File: src/rtl/rr_arb_mux_pkg.sv
// +--------------------------------------------------------------------+
// | rr_arb_mux_pkg - shared state type and width helper for rr_arb_mux  |
// | Rev 1.0                                                            |
// +--------------------------------------------------------------------+
`default_nettype none

package rr_arb_mux_pkg;

  typedef enum logic [0:0] {
    ST_EMPTY = 1'b0,
    ST_FULL  = 1'b1
  } state_t;

  // Index width for a channel count; never narrower than one bit.
  function automatic int clog2(input int value);
    int r;
    int v;
    r = 0;
    v = value - 1;
    while (v > 0) begin
      r = r + 1;
      v = v >> 1;
    end
    return (r < 1) ? 1 : r;
  endfunction

endpackage

`default_nettype wire

File: src/rtl/rr_arbiter.sv
// +--------------------------------------------------------------------+
// | rr_arbiter - combinational rotating-priority grant from ptr upward  |
// | Rev 1.0                                                            |
// +--------------------------------------------------------------------+
`default_nettype none

module rr_arbiter
  import rr_arb_mux_pkg::*;
#(
  parameter  int NUM_CH = 4,
  localparam int SEL_W  = clog2(NUM_CH)
) (
  input  logic [NUM_CH-1:0] req,
  input  logic [SEL_W-1:0]  ptr,
  output logic [NUM_CH-1:0] grant,
  output logic [SEL_W-1:0]  grant_idx
);

  localparam logic [NUM_CH-1:0] ONE = NUM_CH'(1);

  logic [NUM_CH-1:0] at_or_above;
  logic [NUM_CH-1:0] upper;
  logic [NUM_CH-1:0] pick;

  for (genvar i = 0; i < NUM_CH; i++) begin : g_mask
    assign at_or_above[i] = (SEL_W'(i) >= ptr);
  end

  // Requests at or above ptr win; otherwise the search wraps to channel 0.
  assign upper = req & at_or_above;
  assign pick  = (|upper) ? upper : req;
  assign grant = pick & (~pick + ONE);

  for (genvar b = 0; b < SEL_W; b++) begin : g_enc
    logic [NUM_CH-1:0] bit_mask;
    for (genvar i = 0; i < NUM_CH; i++) begin : g_ch
      assign bit_mask[i] = (((i >> b) & 1) == 1);
    end
    assign grant_idx[b] = |(grant & bit_mask);
  end

endmodule

`default_nettype wire

File: src/rtl/rr_arb_mux.sv
// +--------------------------------------------------------------------+
// | rr_arb_mux - round-robin N:1 valid/ready mux, registered output;    |
// | optional grant hold via ARB_MUX_LOCK_EN. Rev 1.0                   |
// +--------------------------------------------------------------------+
`default_nettype none

module rr_arb_mux
  import rr_arb_mux_pkg::*;
#(
  parameter  int WIDTH  = 32,
  parameter  int NUM_CH = 4,
  localparam int SEL_W  = clog2(NUM_CH)
) (
  input  logic                    clk,
  input  logic                    rst_n,
  input  logic [NUM_CH-1:0]       in_valid,
  input  logic [NUM_CH*WIDTH-1:0] in_data,
  output logic [NUM_CH-1:0]       in_ready,
`ifdef ARB_MUX_LOCK_EN
  input  logic [NUM_CH-1:0]       in_lock,
`endif
  output logic                    out_valid,
  output logic [WIDTH-1:0]        out_data,
  output logic [SEL_W-1:0]        out_sel,
  input  logic                    out_ready
);

  state_t            state;
  logic [SEL_W-1:0]  ptr;
  logic [WIDTH-1:0]  data_q;
  logic [SEL_W-1:0]  sel_q;

  logic              load_en;
  logic              xfer;
  logic [NUM_CH-1:0] req;
  logic [NUM_CH-1:0] grant;
  logic [SEL_W-1:0]  grant_idx;
  logic [WIDTH-1:0]  grant_data;
  logic [SEL_W-1:0]  ptr_next;
  logic [WIDTH-1:0]  mux_acc [NUM_CH+1];

  assign out_valid = (state == ST_FULL);
  assign out_data  = data_q;
  assign out_sel   = sel_q;

  // Reset gates load_en so nothing is offered while rst_n is low.
  assign load_en = rst_n && (!out_valid || out_ready);

`ifdef ARB_MUX_LOCK_EN
  logic              lock_q;
  logic [SEL_W-1:0]  lock_ch;
  logic [NUM_CH-1:0] lock_mask;
  logic              lock_beat;

  for (genvar i = 0; i < NUM_CH; i++) begin : g_lock_mask
    assign lock_mask[i] = (lock_ch == SEL_W'(i));
  end

  assign req       = lock_q ? (in_valid & lock_mask) : in_valid;
  assign lock_beat = |(grant & in_lock);
`else
  assign req = in_valid;
`endif

  rr_arbiter #(
    .NUM_CH (NUM_CH)
  ) u_arbiter (
    .req       (req),
    .ptr       (ptr),
    .grant     (grant),
    .grant_idx (grant_idx)
  );

  assign in_ready = load_en ? grant : '0;
  assign xfer     = |in_ready;

  // One-hot AND-OR select keeps the data path free of a wide index decode.
  assign mux_acc[0] = '0;
  for (genvar i = 0; i < NUM_CH; i++) begin : g_mux
    assign mux_acc[i+1] = mux_acc[i] | (in_data[i*WIDTH +: WIDTH] & {WIDTH{grant[i]}});
  end
  assign grant_data = mux_acc[NUM_CH];

  // Wrap at NUM_CH rather than 2^SEL_W.
  assign ptr_next = (grant_idx == SEL_W'(NUM_CH - 1)) ? '0 : grant_idx + SEL_W'(1);

  always_ff @(posedge clk) begin
    if (!rst_n) begin
      state  <= ST_EMPTY;
      data_q <= '0;
      sel_q  <= '0;
      ptr    <= '0;
`ifdef ARB_MUX_LOCK_EN
      lock_q  <= 1'b0;
      lock_ch <= '0;
`endif
    end else if (load_en) begin
      if (xfer) begin
        state  <= ST_FULL;
        data_q <= grant_data;
        sel_q  <= grant_idx;
`ifdef ARB_MUX_LOCK_EN
        if (lock_beat) begin
          lock_q  <= 1'b1;
          lock_ch <= grant_idx;
        end else begin
          lock_q <= 1'b0;
          ptr    <= ptr_next;
        end
`else
        ptr <= ptr_next;
`endif
      end else begin
        state <= ST_EMPTY;
      end
    end
  end

endmodule

`default_nettype wire

File: config.mk
export PLATFORM = sky130hd
export DESIGN_NAME = rr_arb_mux
export DESIGN_NICKNAME = d
export VERILOG_FILES = /design/src/rtl/rr_arb_mux_pkg.sv /design/src/rtl/rr_arbiter.sv /design/src/rtl/rr_arb_mux.sv
export SDC_FILE = /design/constraint.sdc
export NUM_CORES = 1
export LEC_CHECK = 0
export CAP_MARGIN = 20
export CELL_PAD_IN_SITES_DETAIL_PLACEMENT = 2
export CELL_PAD_IN_SITES_GLOBAL_PLACEMENT = 2
export CORE_MARGIN = 1.5
export CORE_UTILIZATION = 18
export DETAILED_ROUTE_END_ITERATION = 10
export HOLD_SLACK_MARGIN = 0.02
export PLACE_DENSITY = 0.85
export SKIP_LAST_GASP = 1
export SYNTH_ARGS = -nofsm -noshare
export SYNTH_HDL_FRONTEND = slang
export SYNTH_SLANG_ARGS = --single-unit
File: constraint.sdc
create_clock -name clk -period 1.85 [get_ports clk]
set_input_delay 0.2775 -clock clk [delete_from_list [all_inputs] [get_ports clk]]
set_output_delay 0.2775 -clock clk [all_outputs]
set_load 0.02 [all_outputs]
==> metrics.yaml <==
ctsHoldBuffers: 0
io_pins: 174
ant_nets: 0
synth_ff_type: "dfxtp_1"
syn-num-nets: 442
core.rowCount: 43
wl_per_cell_um: 20.48
worst_slew_pin_slew_ns: 0.4809
endpoint_kind: "primary output"
die-height_um: 121.3
power_leakage_nw: 1.806
fin_util_pct: 33.76
drtIter0Drc: 156
drt_pre_antenna_iters: 4
path_clk_slew_ns: 0.06
die_w_um: 121.3
fill_cells: 1552
required_ns: 1.57
cts_tree: "yes"
path_class: "reg -> out"
yosys-top-cells-area: "dfxtp_1 29%, a221oi_2 16%, o21ai_0 12%, a31oi_1 8.2%, and3_1 8.0%"
relSlewSlack_pct: 67.94
cap_violations: 0
root_buffer: "clkbuf_16"
synth-seq-cells: 37
timing.rr.start: "ptr[1]"
finalSetupViolCount: 0
core_um2: 13770
grt_antenna_before_repair: 0
hold_viol: 0
ir_worst_vdd_mv: 0.3186
io_buffers: 173
regToRegSetupSlack_ns: 0.17
fin_area_um2: 4649
hold_path.class: "reg -> reg"
rsz0062_at_grt: "false"
holdPathStages: 2
syn_area_um2: 2517
start_util_pct: 18.28
yosysUniqueCellTypes: 29
wl_um: 13480
period_share_pct: 95.35
grt_pass1_vias: 3673
reg2reg_depth: 6
fin_hold_ws_ns: 0.5018
routed_via_density: 4.927
period_minus_slack_ns: 1.764
num-nets-final: 613
fmax_mhz: 566.9
area_delta_synth_final_pct: 84.69
final_max_slew_viol_count: 0
cts_buffers: 5
finalWorstSetupSlack_ns: 0.08603
grt_pass1_wl_um: 20400
yosys_warnings: 0
drcViolationCount: 0
finClkSkew_ns: 0.003899
overflow: 0
placed_area_um2: 4508
min_from: "ptr[0]"
drive_gt1_share_pct: 14.64
gp_congestion: 0.7583
synth_edf_count: 0
ys_async_sr_fraction_pct: 0
avgSynthCellArea_um2: 8.200
grt_usage_pct: 18.04
place_ws_ns: -0.4775
synth_top_cell_area_share_pct: 29.42
synth.largest_area_cell: "dfxtp_1"
clk_path_buf_depth: 2
vias: 3242
dieArea_um2: 14700
critPathMaxFanout: 9
seq_area_frac_synth_pct: 29.42
min_to: "ptr[0]"
clk-insertion-delay-late_ns: 0.28
regToRegEndpoint: "out_data[15]"
start_kind: "flop"
dp.cells: 651
diodes: 0
dp_hpwl_um: 9891
layout.cells.non_filler: 658
syn_inst: 307
crit_arrival_ns: 1.49
htreeDepth: 2
p_per_area_nw_per_um2: 621.2
grt_max_degree: 36
cts.sinks: 37
outcome: "completed"
[area by class of cell]
cell class	instances	area (µm²)	share of cell area [%]
Clock buffer	7	142.6	3.068
Inverter	3	11.26	0.2422
Multi-Input combinational cell	231	1572	33.80
Sequential cell	37	745.7	16.04
Tap cell	180	225.2	4.844
Timing Repair Buffer	200	1953	42.01
[synth_stat cells (6+ instances only)]
| cell type | count |
|---|---|
| a221oi_2 | 27 |
| clkbuf_1 | 18 |
| a31oi_1 | 33 |
| nand2_1 | 35 |
| o21ai_0 | 60 |
| o21ai_1 | 8 |
| and3_1 | 32 |
| buf_2 | 7 |
| buf_6 | 6 |
| dfxtp_1 | 37 |
[placed cells by master, fill, tap and decap left out, types with 2 or more instances in the layout]
cell type        Yosys  routed
clkbuf_16            0       5
clkdlybuf4s50_1      0     165
o21ai_1              8       8
nor2b_1              5       5
a31oi_1             33      33
nand3_1              3       3
a221oi_1             5       5
dlygate4sd2_1        0       5
nor2_1               5       5
buf_12               0       2
o21ai_0             60      60
a21oi_1              4       4
dfxtp_1             37      35
and3_1              32      32
o211a_1              3       2
a221oi_2            27      27
buf_4                5      24
inv_1                3       3
nand2_1             35      35
[power by group]
part	switching (mW)	internal, mW	leakage [nW]
Sequential	0.0488	0.872	0.307
Combinational	0.548	0.567	1.43
Clock	0.323	0.529	0.0700
[registers in the layout, indices dropped and copies added (netlist names)]
signal	count
out_data	32
out_sel	2
out_valid	1
ptr	2
[worst max path at each step]
stage | start | endpoint | slack, ns
2_1_floorplan | ptr[1] | in_ready[3] | 0.21
3_3_place_gp | in_valid[0] | in_ready[3] | -0.40
3_5_place_dp | in_valid[0] | in_ready[1] | -0.48
4_1_cts | ptr[0] | in_ready[0] | 0.01
5_1_grt | out_ready | in_ready[3] | 0.01
6_report | ptr[1] | in_ready[0] | 0.09
[timing repair]
item | CTS | global route
gates resized for setup | 11 | 6
setup endpoints to repair | 40 | 5
buffers inserted | 0 | 0
pin swaps | 0 | 0
[routing by layer]
metal,GRT usage (%),wire length [µm],vias to the layer above
met1,22.02,5678,1604
met4,2.132,55,0
met2,33.52,7055,105
met5,0,0,-
met3,3.477,689,6
li1,-,-,1527
[kinds of logic after synthesis]
family | synth area share, %
buffers and inverters | 8.697
DFF | 29.42
and+or+nand+nor | 17.64
AOI/OAI and AO/OA | 44.24
[through the flow]
stage	setup TNS (ns)	power, mW
after CTS	0	2.937
after detailed placement	-14.83	2.063
final	0	2.888
after global placement	-10.93	2.027
after floorplan	0	1.435
after global routing	0	3.047
[critical path, cell delays in order, from the launching register on]
cell and delay [ns]:
dfxtp_4 0.39, o21ai_0 0.10, a32o_2 0.28, nor2b_1 0.12, dlygate4sd2_1 0.32
Power figures use the tool's default switching activity.
